### config.mk
export PLATFORM = sky130hd
export DESIGN_NAME = vga_timing_gen_flat
export DESIGN_NICKNAME = d
export VERILOG_FILES = /design/src/rtl/vga_timing_gen_if.sv /design/src/rtl/vga_timing_gen.sv /design/src/flat_wrapper.sv
export SDC_FILE = /design/constraint.sdc
export NUM_CORES = 1
export LEC_CHECK = 0
export BUFFER_PORTS_ARGS = -buffer_cell sky130_fd_sc_hd__buf_2
export CAP_MARGIN = 0
export CORE_UTILIZATION = 45
export CTS_BUF_LIST = sky130_fd_sc_hd__clkbuf_16
export CTS_CLUSTER_SIZE = 25
export DETAILED_ROUTE_END_ITERATION = 6
export PLACE_DENSITY_LB_ADDON = 0.08
export SLEW_MARGIN = 20
export SYNTH_ARGS = -nofsm -noshare
export SYNTH_HDL_FRONTEND = slang
export SYNTH_SLANG_ARGS = --single-unit
export TNS_END_PERCENT = 30
### constraint.sdc
create_clock -name clk -period 1.9 [get_ports clk]
set_input_delay 0.19 -clock clk [delete_from_list [all_inputs] [get_ports clk]]
set_output_delay 0.19 -clock clk [all_outputs]
set_load 0.05 [all_outputs]
### src/rtl/vga_timing_gen_if.sv
// Pixel-timing bundle (counts, syncs, blanks, start-of-frame) passed from the
// timing generator to the draw_* pipeline stages. No RGB data travels here.
interface vga_timing_gen_if;
    logic [10:0] hcount;
    logic [10:0] vcount;
    logic        hsync;
    logic        vsync;
    logic        hblnk;
    logic        vblnk;
    logic        sof;

    // Timing source drives the bundle.
    modport master (
        output hcount, vcount, hsync, vsync, hblnk, vblnk, sof
    );

    // Draw stages consume the bundle.
    modport slave (
        input hcount, vcount, hsync, vsync, hblnk, vblnk, sof
    );
endinterface

### src/rtl/vga_timing_gen.sv
// VGA pixel-timing generator (default 800x600@60 Hz, 40 MHz pixel clock).
// Produces registered hcount/vcount, hsync/vsync, hblnk/vblnk and a one-cycle
// start-of-frame strobe. Every output is decoded from the *next* counter
// values, so all of them change on the same edge with no relative skew.
// Optional: define VGA_TIMING_FRAME_CNT_EN to add a 16-bit wrapping frame
// counter output (frame_cnt) that steps on each start-of-frame.
module vga_timing_gen #(
    parameter int   H_ACTIVE  = 800,
    parameter int   H_FP      = 40,
    parameter int   H_SYNC    = 128,
    parameter int   H_BP      = 88,
    parameter int   V_ACTIVE  = 600,
    parameter int   V_FP      = 1,
    parameter int   V_SYNC    = 4,
    parameter int   V_BP      = 23,
    parameter logic HSYNC_POL = 1'b1,
    parameter logic VSYNC_POL = 1'b1
) (
    input  logic              clk,
    input  logic              rst,
    input  logic              en,
    vga_timing_gen_if.master  vga
`ifdef VGA_TIMING_FRAME_CNT_EN
    ,
    output logic [15:0]       frame_cnt
`endif
);

    localparam int H_TOTAL = H_ACTIVE + H_FP + H_SYNC + H_BP;
    localparam int V_TOTAL = V_ACTIVE + V_FP + V_SYNC + V_BP;

    // Counters are 11 bits wide; larger modes cannot be represented.
    if ((H_TOTAL > 2047) || (V_TOTAL > 2047)) begin : g_size_check
        $error("vga_timing_gen: H_TOTAL/V_TOTAL must not exceed 2047");
    end

    localparam logic [10:0] H_LAST     = 11'(H_TOTAL - 1);
    localparam logic [10:0] V_LAST     = 11'(V_TOTAL - 1);
    localparam logic [10:0] H_ACT      = 11'(H_ACTIVE);
    localparam logic [10:0] V_ACT      = 11'(V_ACTIVE);
    localparam logic [10:0] HS_START   = 11'(H_ACTIVE + H_FP);
    localparam logic [10:0] HS_END     = 11'(H_ACTIVE + H_FP + H_SYNC);
    localparam logic [10:0] VS_START   = 11'(V_ACTIVE + V_FP);
    localparam logic [10:0] VS_END     = 11'(V_ACTIVE + V_FP + V_SYNC);

    logic [10:0] hcount_r;
    logic [10:0] vcount_r;
    logic        hsync_r;
    logic        vsync_r;
    logic        hblnk_r;
    logic        vblnk_r;
    logic        sof_r;

    logic [10:0] h_next_s;
    logic [10:0] v_next_s;
    logic        frame_wrap_s;
    logic        hsync_next_s;
    logic        vsync_next_s;
    logic        hblnk_next_s;
    logic        vblnk_next_s;

    // Next counter values: advance on en, wrap line then frame; hold otherwise.
    always_comb begin
        h_next_s     = hcount_r;
        v_next_s     = vcount_r;
        frame_wrap_s = 1'b0;
        if (en) begin
            if (hcount_r == H_LAST) begin
                h_next_s = 11'd0;
                if (vcount_r == V_LAST) begin
                    v_next_s     = 11'd0;
                    frame_wrap_s = 1'b1;
                end else begin
                    v_next_s = vcount_r + 11'd1;
                end
            end else begin
                h_next_s = hcount_r + 11'd1;
            end
        end else begin
            h_next_s = hcount_r;
            v_next_s = vcount_r;
        end
    end

    // Sync/blank decode on the next counts so outputs line up with the counts.
    always_comb begin
        hsync_next_s = ((h_next_s >= HS_START) && (h_next_s < HS_END)) ? HSYNC_POL : ~HSYNC_POL;
        vsync_next_s = ((v_next_s >= VS_START) && (v_next_s < VS_END)) ? VSYNC_POL : ~VSYNC_POL;
        hblnk_next_s = (h_next_s >= H_ACT);
        vblnk_next_s = (v_next_s >= V_ACT);
    end

    // Output registers; reset restarts at (0,0) with syncs inactive.
    always_ff @(posedge clk) begin
        if (rst) begin
            hcount_r <= 11'd0;
            vcount_r <= 11'd0;
            hsync_r  <= ~HSYNC_POL;
            vsync_r  <= ~VSYNC_POL;
            hblnk_r  <= 1'b0;
            vblnk_r  <= 1'b0;
            sof_r    <= 1'b0;
        end else begin
            hcount_r <= h_next_s;
            vcount_r <= v_next_s;
            hsync_r  <= hsync_next_s;
            vsync_r  <= vsync_next_s;
            hblnk_r  <= hblnk_next_s;
            vblnk_r  <= vblnk_next_s;
            sof_r    <= frame_wrap_s;
        end
    end

    assign vga.hcount = hcount_r;
    assign vga.vcount = vcount_r;
    assign vga.hsync  = hsync_r;
    assign vga.vsync  = vsync_r;
    assign vga.hblnk  = hblnk_r;
    assign vga.vblnk  = vblnk_r;
    assign vga.sof    = sof_r;

`ifdef VGA_TIMING_FRAME_CNT_EN
    logic [15:0] frame_cnt_r;

    // Frame counter steps together with the start-of-frame strobe; wraps at 16 bits.
    always_ff @(posedge clk) begin
        if (rst) begin
            frame_cnt_r <= 16'd0;
        end else if (frame_wrap_s) begin
            frame_cnt_r <= frame_cnt_r + 16'd1;
        end else begin
            frame_cnt_r <= frame_cnt_r;
        end
    end

    assign frame_cnt = frame_cnt_r;
`endif

endmodule

### src/flat_wrapper.sv
// flat-port wrapper written by rule: the top's interface ports become plain ports
module vga_timing_gen_flat 
#(
    parameter int   H_ACTIVE  = 800,
    parameter int   H_FP      = 40,
    parameter int   H_SYNC    = 128,
    parameter int   H_BP      = 88,
    parameter int   V_ACTIVE  = 600,
    parameter int   V_FP      = 1,
    parameter int   V_SYNC    = 4,
    parameter int   V_BP      = 23,
    parameter logic HSYNC_POL = 1'b1,
    parameter logic VSYNC_POL = 1'b1
)
  (clk, rst, en, vga_hcount, vga_vcount, vga_hsync, vga_vsync, vga_hblnk, vga_vblnk, vga_sof);
  vga_timing_gen_if vga_i ();
  input  logic clk;
  input  logic rst;
  input  logic en;
  output wire logic [$bits(vga_i.hcount)-1:0] vga_hcount;
  output wire logic [$bits(vga_i.vcount)-1:0] vga_vcount;
  output wire logic [$bits(vga_i.hsync)-1:0] vga_hsync;
  output wire logic [$bits(vga_i.vsync)-1:0] vga_vsync;
  output wire logic [$bits(vga_i.hblnk)-1:0] vga_hblnk;
  output wire logic [$bits(vga_i.vblnk)-1:0] vga_vblnk;
  output wire logic [$bits(vga_i.sof)-1:0] vga_sof;
  assign vga_hcount = vga_i.hcount;
  assign vga_vcount = vga_i.vcount;
  assign vga_hsync = vga_i.hsync;
  assign vga_vsync = vga_i.vsync;
  assign vga_hblnk = vga_i.hblnk;
  assign vga_vblnk = vga_i.vblnk;
  assign vga_sof = vga_i.sof;
  vga_timing_gen #(.H_ACTIVE(H_ACTIVE), .H_FP(H_FP), .H_SYNC(H_SYNC), .H_BP(H_BP), .V_ACTIVE(V_ACTIVE), .V_FP(V_FP), .V_SYNC(V_SYNC), .V_BP(V_BP), .HSYNC_POL(HSYNC_POL), .VSYNC_POL(VSYNC_POL)) u_core (.clk(clk), .rst(rst), .en(en), .vga(vga_i));
endmodule
==> results of run 1 <==
[layout make-up]
cell class	count	area [um^2]	area share, %
Inverter	3	11.26	0.4878
Clock inverter	1	6.256	0.2710
Multi-Input combinational cell	161	1082	46.88
Tap cell	46	57.56	2.493
Timing Repair Buffer	77	505.5	21.90
Clock buffer	3	75.07	3.252
Sequential cell	27	570.5	24.72
[stage by stage]
step | instance area (um^2) | setup WS [ns] | power [mW]
2_1_floorplan | 1720 | -0.1858 | 0.6406
3_3_place_gp | 2161 | 0.008039 | 0.6673
3_5_place_dp | 2161 | -0.03549 | 0.6697
4_1_cts | 2258 | -0.0003710 | 1.168
5_1_grt | 2308 | -0.06771 | 1.199
6_report | 2308 | 0.04508 | 1.157
[metal layers]
layer,vias to the layer above,track usage (%),part of all wire (%),wire [um]
met3,11,3.102,4.2,198
met2,55,46.64,51,2430
met1,843,29.48,42,1990
li1,898,-,-,-
met4,0,9.593,2.9,136
met5,-,0,0,0
[power by group through the flow]
stage | logic (mW) | clock network [mW] | registers, mW
after detailed placement | 0.0848 | 0 | 0.585
after CTS | 0.0856 | 0.511 | 0.571
after floorplan | 0.0311 | 0 | 0.609
after global placement | 0.0827 | 0 | 0.585
after global routing | 0.0932 | 0.534 | 0.572
final | 0.0855 | 0.500 | 0.572
[repair_timing]
item	in CTS	in global routing
pin swaps	0	3
buffers inserted	0	1
gates resized for setup	4	10
cloned	0	0
setup endpoints to repair	3	7
[cells by family after synthesis]
family | count (synthesis)
AO/OA/AOI/OAI | 44
XOR/XNOR | 12
adder cells (fa/ha/maj) | 2
buffers and inverters | 24
flip-flops | 27
multiplexers | 3
AND/OR/NAND/NOR | 100
[layout by cell type, fill, tap and decap left out, drive strengths merged, types with 6 or more instances in the layout]
cell and count:
xnor2 7, nand4 6, nor3 17, nand2 18
or3 8, dfxtp 27, buf 77, o21ai 8
nor2 19, a21oi 12
[critical path, delay by kind of cell (launching register included)]
| family | cells | cell delay [ns] |
|---|---|---|
| DFF | 1 | 0.34 |
| and+or+nand+nor | 4 | 1.35 |
| AOI/OAI and AO/OA | 1 | 0.09 |
[flip-flops by register name (all words and copies together) (netlist names)]
name,cells
u_core.vga.sof,1
u_core.vga.hblnk,1
u_core.vga.vblnk,1
u_core.vga.hcount,11
u_core.vga.vcount,11
u_core.vga.vsync,1
u_core.vga.hsync,1
[final timing paths]
path | startpoint | to | slack, ns | cells after the start
setup reg to reg | u_core.vga.hcount[5]$_SDFF_PP0_ | u_core.vga.vsync$_SDFF_PP0_ | 0.05 | 5
setup / recovery | u_core.vga.hcount[5]$_SDFF_PP0_ | u_core.vga.vsync$_SDFF_PP0_ | 0.05 | 5
hold / removal | rst | u_core.vga.vcount[0]$_SDFF_PP0_ | 0.34 | 2
hold reg to reg | u_core.vga.hcount[2]$_SDFF_PP0_ | u_core.vga.hcount[2]$_SDFF_PP0_ | 0.62 | 3
==> results.txt, run 1 <==
Vias in the first global route: 1759
Crit-path cells: or3_4, or3_4, nor4b_2, a21oi_2, nor4b_2
Element type at the critical path end: register
Core area: 0.003442 mm^2
Ys async rst share: 0%
Share of cells above drive strength 1: 41.54%
Sequential share of the synthesized area: 32.31%
Width of the chip: 62.97 um
Max Fclk: 0.5391 GHz
Worst Tran Pin Value: 0.4434 ns
Power share of the combinational group: 7.4%
Post-CTS Hold Fix Bufs: 0
Top cells by count, synth: dfxtp_1, nand2_1, nor2_1
Clk buf depth: 2
Residual DRC: 0
Cells taking the most area after synthesis: dfxtp_1, nor3_1, nand2_1
H-tree levels: 1
Critical path's largest stage delay: 0.41 ns
Area leader, netlist: dfxtp_1
Power per cell area: 501.2 mW/mm^2
Fillers: 305
CTS clk-pin slew, worst paths: 0.07 ns
Post-synth EDFFs: 0
Synth top area share: 32.31%
Switching Share: 23.71%
Synthesized area: 0.001673 mm^2
Flops & latches, synth: 27
Normalized max-slew margin: 70.44%
VDD IR max: 400.6 uV
IO Port Bufs: 29
Pre-antenna DRT Iters: 5
Critical path class: reg -> reg
CTS tree: built
Num Clock Sinks: 27
Power share of the clock group: 43.2%
Worst path slowest cell: or3_4
Routed Wire Length: 4756 um
Top_reg_cell synth: dfxtp_1
Post-synthesis adder-cell area fraction: 1.496%
Most frequent cell after synthesis: dfxtp_1
Reg power frac: 49.4%
DR WL/cell: 14.96 um
Placer Congestion: 0.8731
Core Rows: 21
TNS Setup: 0 ns
Simple-Gate Fraction of Synth Area: 33.58%
Initial antenna violation count: 0
DIE AREA: 0.003965 mm^2
Setup violators final: 0
CP startpoint kind: register
P&R area growth vs syn: 38.00%
Global Route Usage Sum: 25.39%
Die Ht: 62.97 um
Final cell count without fillers: 318
Hold slack: 0.3428 ns
1st-iter DRT viols: 107
Compound-Gate Fraction of Synth Area: 17.65%
Mux cell area share after synthesis: 1.795%
Distinct cells, synth: 47
Crit path time final: 1.855 ns
Largest family of logic cells by synthesized area: simple AND/OR/NAND/NOR gates
Avg Inst Size Synth: 7.891 um^2
Antenna Cells: 0
Global-route wire length before repair: 8093 um
Arr. time, crit path: 2.04 ns
MaxCap Viol Count: 0
Routed Antenna Nets: 0
Tcrit/Tclk final: 97.63%
Int Power: 0.8827 mW
Final nets: 278
Largest net degree at the start of global routing: 24
Status: complete, no violations
IO Pins: 30
Crit-path max FO: 5
Slew Limit Fails: 0
Num CTS Buffers: 3
Root Buffer: clkbuf_16
Worst-Skew Late Latency: 0.27 ns
Skew final: 0.004758 ns
Congestion Overflow GR: 0
Vias: 1807
Vias per std cell: 5.682
Syn Inst Count: 212
P_sw: 0.2743 mW
Hold WC Path Type: in -> reg
Final Hold Fails: 0
Req. time, crit path: 2.08 ns
Final core utilization: 67.07%
Leak pwr: 0.9389 nW
Post-Place Cells: 313
Post-Syn Nets: 217
RSZ-0062 raised after global routing: true
XOR/XNOR Fraction of Synth Area: 6.283%
Warnings, synthesis: 0
Post-DP HPWL: 3553 um
Initial Utilization: 48.60%
Power figures use the tool's default switching activity.
==> inputs of run 2 (changes only) <==
--- a/config.mk
+++ b/config.mk
@@ -9,9 +9,10 @@
 export CAP_MARGIN = 0
 export CORE_UTILIZATION = 45
 export CTS_BUF_LIST = sky130_fd_sc_hd__clkbuf_16
-export CTS_CLUSTER_SIZE = 25
+export CTS_CLUSTER_SIZE = 20
 export DETAILED_ROUTE_END_ITERATION = 6
-export PLACE_DENSITY_LB_ADDON = 0.08
+export PLACE_DENSITY = 0.69
+export RECOVER_POWER = 25
 export SLEW_MARGIN = 20
 export SYNTH_ARGS = -nofsm -noshare
 export SYNTH_HDL_FRONTEND = slang
==> results.txt, run 2 (synthesized netlist as in run 1, its figures left out) <==
CTS clk-pin slew, worst paths: 0.07 ns (about the same)
M1 GR Usage: 30.88% (+1.4 points)
CP startpoint kind: register
Power per cell area: 495.6 mW/mm^2 (-1.1%)
Placed inst area: 0.002086 mm^2 (-3.5%)
Critical path class: reg -> reg
Most common cell after layout, fill and taps aside: buf_4
Vias: 1754 (-2.9%)
IO Pins: 30 (unchanged)
R2R Path Start: u_core.vga.hcount[1]$_SDFF_PP0_
Num Clock Sinks: 27 (unchanged)
RSZ-0062 raised after global routing: true
Tcrit/Tclk final: 99.34% (+1.7 points)
Die Ht: 62.97 um (unchanged)
Crit-path max FO: 7 (+2)
Final cell count without fillers: 311 (-2.2%)
Antenna Cells: 0 (unchanged)
Element type at the critical path end: register
Reg2reg end: u_core.vga.vsync$_SDFF_PP0_
DR WL/cell: 14.59 um (-2.4%)
Placer Congestion: 0.9047 (+3.6%)
Worst Tran Pin Value: 0.5910 ns (+0.1476 ns)
IO Port Bufs: 29 (unchanged)
Vias in the first global route: 1605 (-8.8%)
WP depth: 7 (+2)
WHS Endpoint: u_core.vga.vcount[0]$_SDFF_PP0_
Req. time, crit path: 2.04 ns (-0.04 ns)
Initial antenna violation count: 0 (unchanged)
R2R depth: 7 (+2)
Worst-Skew Late Latency: 0.26 ns (about the same)
Fin area: 0.002292 mm^2 (-0.70%)
Commonest non-fill, non-tap cells in the layout: buf_4, buf_2, nor2_1, nand2_1, dfxtp_1
Pre-antenna DRT Iters: 4 (-1)
Cell family with most CP delay: simple AND/OR/NAND/NOR gates
Routed Wire Length: 4538 um (-4.6%)
1st-iter DRT viols: 166 (+55%)
Residual DRC: 0 (unchanged)
Initial Utilization: 48.60% (unchanged)
Clk buf depth: 2 (unchanged)
Skew final: 0.001883 ns (-0.002875 ns)
VDD IR max: 321.6 uV (-20%)
Crit-path cells: ha_4, nand4_1, buf_6, or3_4, o2bb2ai_1, o211ai_1, nor4b_2
Status: complete, no violations
Largest net degree at the start of global routing: 21 (-13%)
Routing usage on met2: 38.31% (-8.3 points)
Leak pwr: 0.9045 nW (-3.7%)
HP Start: rst
Global-route wire length before repair: 7314 um (-9.6%)
DIE AREA: 0.003965 mm^2 (unchanged)
MaxCap Viol Count: 0 (unchanged)
P&R area growth vs syn: 37.02%
Vias per std cell: 5.640 (-0.75%)
Hold WC Path Type: in -> reg
CTS tree: built
Arr. time, crit path: 2.03 ns (about the same)
Core area: 0.003442 mm^2 (unchanged)
GRT busiest layer: met2
Setup violators final: 0 (unchanged)
Global Route Usage Sum: 23.07% (-2.3 points)
Share of cells above drive strength 1: 38.87% (-2.7 points)
H-tree levels: 1 (unchanged)
Bufs and invs on worst path: 1 (+1)
Final nets: 271 (-2.5%)
Worst Hold Depth: 2 (unchanged)
Routed Antenna Nets: 0 (unchanged)
Width of the chip: 62.97 um (unchanged)
Normalized max-slew margin: 60.77% (-9.7 points)
Num CTS Buffers: 3 (unchanged)
Root Buffer: clkbuf_16
Congestion Overflow GR: 0 (unchanged)
Core Rows: 21 (unchanged)
Critical path's largest stage delay: 0.37 ns (-0.04 ns)
Post-DP HPWL: 3225 um (-9.2%)
Max Fclk: 0.5298 GHz (-1.7%)
Met3 GRT Util: 4.015% (+0.91 points)
Setup slack, reg-to-reg: 0.01 ns (-0.03 ns)
Post-Place Cells: 303 (-3.2%)
Crit path time final: 1.887 ns (+0.03248 ns)
Slew Limit Fails: 0 (unchanged)
Worst path slowest cell: dfxtp_4
Final Hold Fails: 0 (unchanged)
==> run 2: power breakdown <==
| group | internal [mW] | switching, mW |
|---|---|---|
| combinational | 0.0278 | 0.0543 |
| sequential | 0.567 | 0.00891 |
| clock | 0.284 | 0.194 |
==> run 2: timing repair <==
item,4_1_cts,5_1_grt
hold endpoints to repair,0,0
setup endpoints to repair,2,13
setup buffers,2,2
resized for setup,5,15
pin swaps,3,8
hold buffers,0,0
==> run 2: layout make-up <==
| class | count | area (um^2) |
|---|---|---|
| timing repair buffer | 70 | 460.4 |
| sequential | 27 | 570.5 |
| inverter | 3 | 11.26 |
| multi-input combinational | 161 | 1112 |
| clock buffer | 3 | 75.07 |
| tap | 46 | 57.56 |
| fill | 295 | 1150 |
| clock inverter | 1 | 5.005 |
==> run 2: worst max path at each step <==
| stage | endpoint | slack [ns] | from |
|---|---|---|---|
| after detailed placement | u_core.vga.vsync$_SDFF_PP0_ | 0.001 | u_core.vga.hcount[1]$_SDFF_PP0_ |
| after global placement | u_core.vga.vsync$_SDFF_PP0_ | 0.02 | u_core.vga.hcount[1]$_SDFF_PP0_ |
| final | u_core.vga.vsync$_SDFF_PP0_ | 0.01 | u_core.vga.hcount[1]$_SDFF_PP0_ |
| after CTS | u_core.vga.vsync$_SDFF_PP0_ | -0.008 | u_core.vga.hcount[1]$_SDFF_PP0_ |
| after floorplan | u_core.vga.vsync$_SDFF_PP0_ | -0.19 | u_core.vga.hcount[5]$_SDFF_PP0_ |
| after global routing | u_core.vga.vsync$_SDFF_PP0_ | -0.1 | u_core.vga.hcount[1]$_SDFF_PP0_ |
==> run 2: worst reg2reg max path: cells and delay by family (launching register included) <==
kind                     cells  cell delay, ns
buffers and inverters        1            0.22
adder cells (fa/ha/maj)      1            0.12
flip-flops                   1            0.37
AND/OR/NAND/NOR              3            0.65
AO/OA/AOI/OAI                2            0.40
==> run 2: through the flow <==
step / utilization, % / total power, mW / hold WS [ns] / setup slack, ns / TNS (ns)
floorplan: - / 0.6406 / 0.5294 / -0.1858 / -0.9150
global placement: 60.60 / 0.6630 / 0.5357 / 0.02434 / 0
detailed placement: 60.60 / 0.6643 / 0.5389 / 0.001353 / 0
CTS: 64.05 / 1.142 / 0.3151 / -0.007907 / -0.007907
global route: 66.59 / 1.186 / 0.3486 / -0.09790 / -0.2374
finish: 66.59 / 1.136 / 0.3208 / 0.01260 / 0
==> run 2: layer usage <==
metal	part of all wire, %	vias up
li1	-	881
met1	46	826
met2	49	43
met5	0	-
met3	3.9	4
met4	0.59	0
==> inputs of run 3 (changes only) <==
--- a/config.mk
+++ b/config.mk
@@ -7,6 +7,7 @@
 export LEC_CHECK = 0
 export BUFFER_PORTS_ARGS = -buffer_cell sky130_fd_sc_hd__buf_2
 export CAP_MARGIN = 0
+export CORE_MARGIN = 2
 export CORE_UTILIZATION = 45
 export CTS_BUF_LIST = sky130_fd_sc_hd__clkbuf_16
 export CTS_CLUSTER_SIZE = 20
==> results.txt, run 3 (synthesized netlist as in run 1, its figures left out) <==
Initial antenna violation count: 0 (unchanged)
Clk buf depth: 2 (unchanged)
Critical path class: reg -> reg
Vias per std cell: 5.724 (+1.5%)
Hold WC Path Type: in -> reg
Crit-path cells: or3_4, buf_6, nor3_4, and4b_1, o22ai_2, a221oi_2
IO Pins: 30 (unchanged)
Crit path time final: 1.913 ns (+0.02592 ns)
Arr. time, crit path: 2.08 ns (+0.05 ns)
Power share of the combinational group: 7.2% (about the same)
Worst-Skew Late Latency: 0.26 ns (about the same)
Pre-antenna DRT Iters: 4 (unchanged)
VDD IR max: 323.1 uV (+0.47%)
Vias: 1803 (+2.8%)
Num Clock Sinks: 27 (unchanged)
Final core utilization: 64.05% (-2.5 points)
Normalized max-slew margin: 60.87% (+0.096 points)
Core Rows: 22 (+4.8%)
Power share of the clock group: 41.1% (-1.0 points)
Switching Share: 21.47% (-1.2 points)
Share of cells above drive strength 1: 38.20% (-0.67 points)
Leak pwr: 0.9228 nW (+2.0%)
Slew Limit Fails: 0 (unchanged)
TNS Setup: -0.01656 ns (-0.01656 ns)
Crit-path max FO: 7 (unchanged)
Vias in the first global route: 1580 (-1.6%)
DR WL/cell: 14.51 um (-0.55%)
Reg power frac: 51.7% (+1.0 points)
Post-CTS Hold Fix Bufs: 0 (unchanged)
Global Route Usage Sum: 21.93% (-1.1 points)
CTS tree: built
Int Power: 0.8772 mW (-0.16%)
Antenna Cells: 0 (unchanged)
CTS clk-pin slew, worst paths: 0.06 ns (about the same)
Die Ht: 64.97 um (+3.2%)
Max Fclk: 0.5227 GHz (-1.4%)
P_sw: 0.2398 mW (-6.8%)
Most common cell after layout, fill and taps aside: buf_4
Congestion Overflow GR: 0 (unchanged)
Skew final: 0.002726 ns (+0.0008428 ns)
Num CTS Buffers: 3 (unchanged)
Residual DRC: 0 (unchanged)
Failing checks: setup timing
Tcrit/Tclk final: 100.7% (+1.4 points)
Width of the chip: 64.97 um (+3.2%)
Post-DP HPWL: 3241 um (+0.51%)
Routed Wire Length: 4571 um (+0.73%)
P&R area growth vs syn: 38.07%
DIE AREA: 0.004221 mm^2 (+6.5%)
Final nets: 273 (+0.74%)
Critical path's largest stage delay: 0.40 ns (+0.03 ns)
Global-route wire length before repair: 7196 um (-1.6%)
Commonest non-fill, non-tap cells in the layout: buf_4, buf_2, nor2_1, nand2_1, dfxtp_1
Worst path slowest cell: or3_4
Initial Utilization: 46.39% (-2.2 points)
Root Buffer: clkbuf_16
1st-iter DRT viols: 194 (+17%)
Setup violators final: 2 (+2)
Final Hold Fails: 0 (unchanged)
Power per cell area: 483.6 mW/mm^2 (-2.4%)
Largest net degree at the start of global routing: 28 (+33%)
Placer Congestion: 0.8742 (-3.4%)
Req. time, crit path: 2.07 ns (+0.03 ns)
H-tree levels: 1 (unchanged)
IO Port Bufs: 29 (unchanged)
MaxCap Viol Count: 0 (unchanged)
CP startpoint kind: register
Status: finished with violations
Final worst slack: -0.01331 ns (-0.02592 ns)
Element type at the critical path end: register
Core area: 0.003606 mm^2 (+4.8%)
Routed Antenna Nets: 0 (unchanged)
RSZ-0062 raised after global routing: true
Worst Tran Pin Value: 0.5895 ns (-0.001442 ns)
[run 3: area by class of cell]
type | instances | area [um^2]
fill | 334 | 1296
multi-input combinational | 161 | 1116
sequential | 27 | 570.5
timing repair buffer | 72 | 473.0
clock buffer | 3 | 75.07
tap | 48 | 60.06
inverter | 3 | 11.26
clock inverter | 1 | 3.754
[run 3: path summary, 6_finish.rpt]
path | start | endpoint | slack, ns | depth (start not counted)
max | u_core.vga.hcount[5]$_SDFF_PP0_ | u_core.vga.vblnk$_SDFF_PP0_ | -0.01 | 6
min | en | u_core.vga.hcount[0]$_SDFF_PP0_ | 0.30 | 3
max reg2reg | u_core.vga.hcount[5]$_SDFF_PP0_ | u_core.vga.vblnk$_SDFF_PP0_ | -0.01 | 6
min reg2reg | u_core.vga.hcount[2]$_SDFF_PP0_ | u_core.vga.hcount[2]$_SDFF_PP0_ | 0.56 | 2
[run 3: power by group through the flow]
| stage | Combinational, mW | Clock (mW) | Sequential [mW] |
|---|---|---|---|
| floorplan | 0.0311 | 0 | 0.609 |
| global placement | 0.0755 | 0 | 0.587 |
| detailed placement | 0.0762 | 0 | 0.588 |
| CTS | 0.0767 | 0.474 | 0.575 |
| global route | 0.0887 | 0.505 | 0.577 |
| finish | 0.0809 | 0.459 | 0.577 |
[run 3: per-stage QoR]
| stage | area, um^2 | setup WS (ns) | instances | total power, mW | hold slack (ns) |
|---|---|---|---|---|---|
| global route | 2310 | -0.1214 | 315 | 1.170 | 0.3303 |
| global placement | 2081 | 0.04373 | 304 | 0.6621 | 0.5229 |
| detailed placement | 2081 | 0.0008731 | 304 | 0.6639 | 0.5451 |
| CTS | 2165 | -0.005287 | 308 | 1.126 | 0.2858 |
| floorplan | 1720 | -0.1858 | 212 | 0.6406 | 0.5294 |
| finish | 2310 | -0.01331 | 315 | 1.117 | 0.3024 |
[run 3: per-layer routing]
layer / part of all wire, % / global-route usage, % / vias up / wire (um)
met3: 5.8 / 3.993 / 9 / 263
li1: - / - / 886 / -
met1: 42 / 26.39 / 840 / 1897
met5: 0 / 0 / - / 0
met2: 51 / 38.02 / 68 / 2316
met4: 2.0 / 9.309 / 0 / 93
[run 3: timing repair]
item	CTS	global route
buffers inserted	0	8
pin swaps	1	6
gates resized for setup	1	19
endpoints found under the hold margin	0	0
setup endpoints to repair	2	13
[run 3: worst max-delay path: cells and delay by family (launching register included)]
family | cells | cell delay (ns)
buffers and inverters | 1 | 0.14
AND/OR/NAND/NOR | 3 | 0.98
AO/OA/AOI/OAI | 2 | 0.36
flip-flops | 1 | 0.34
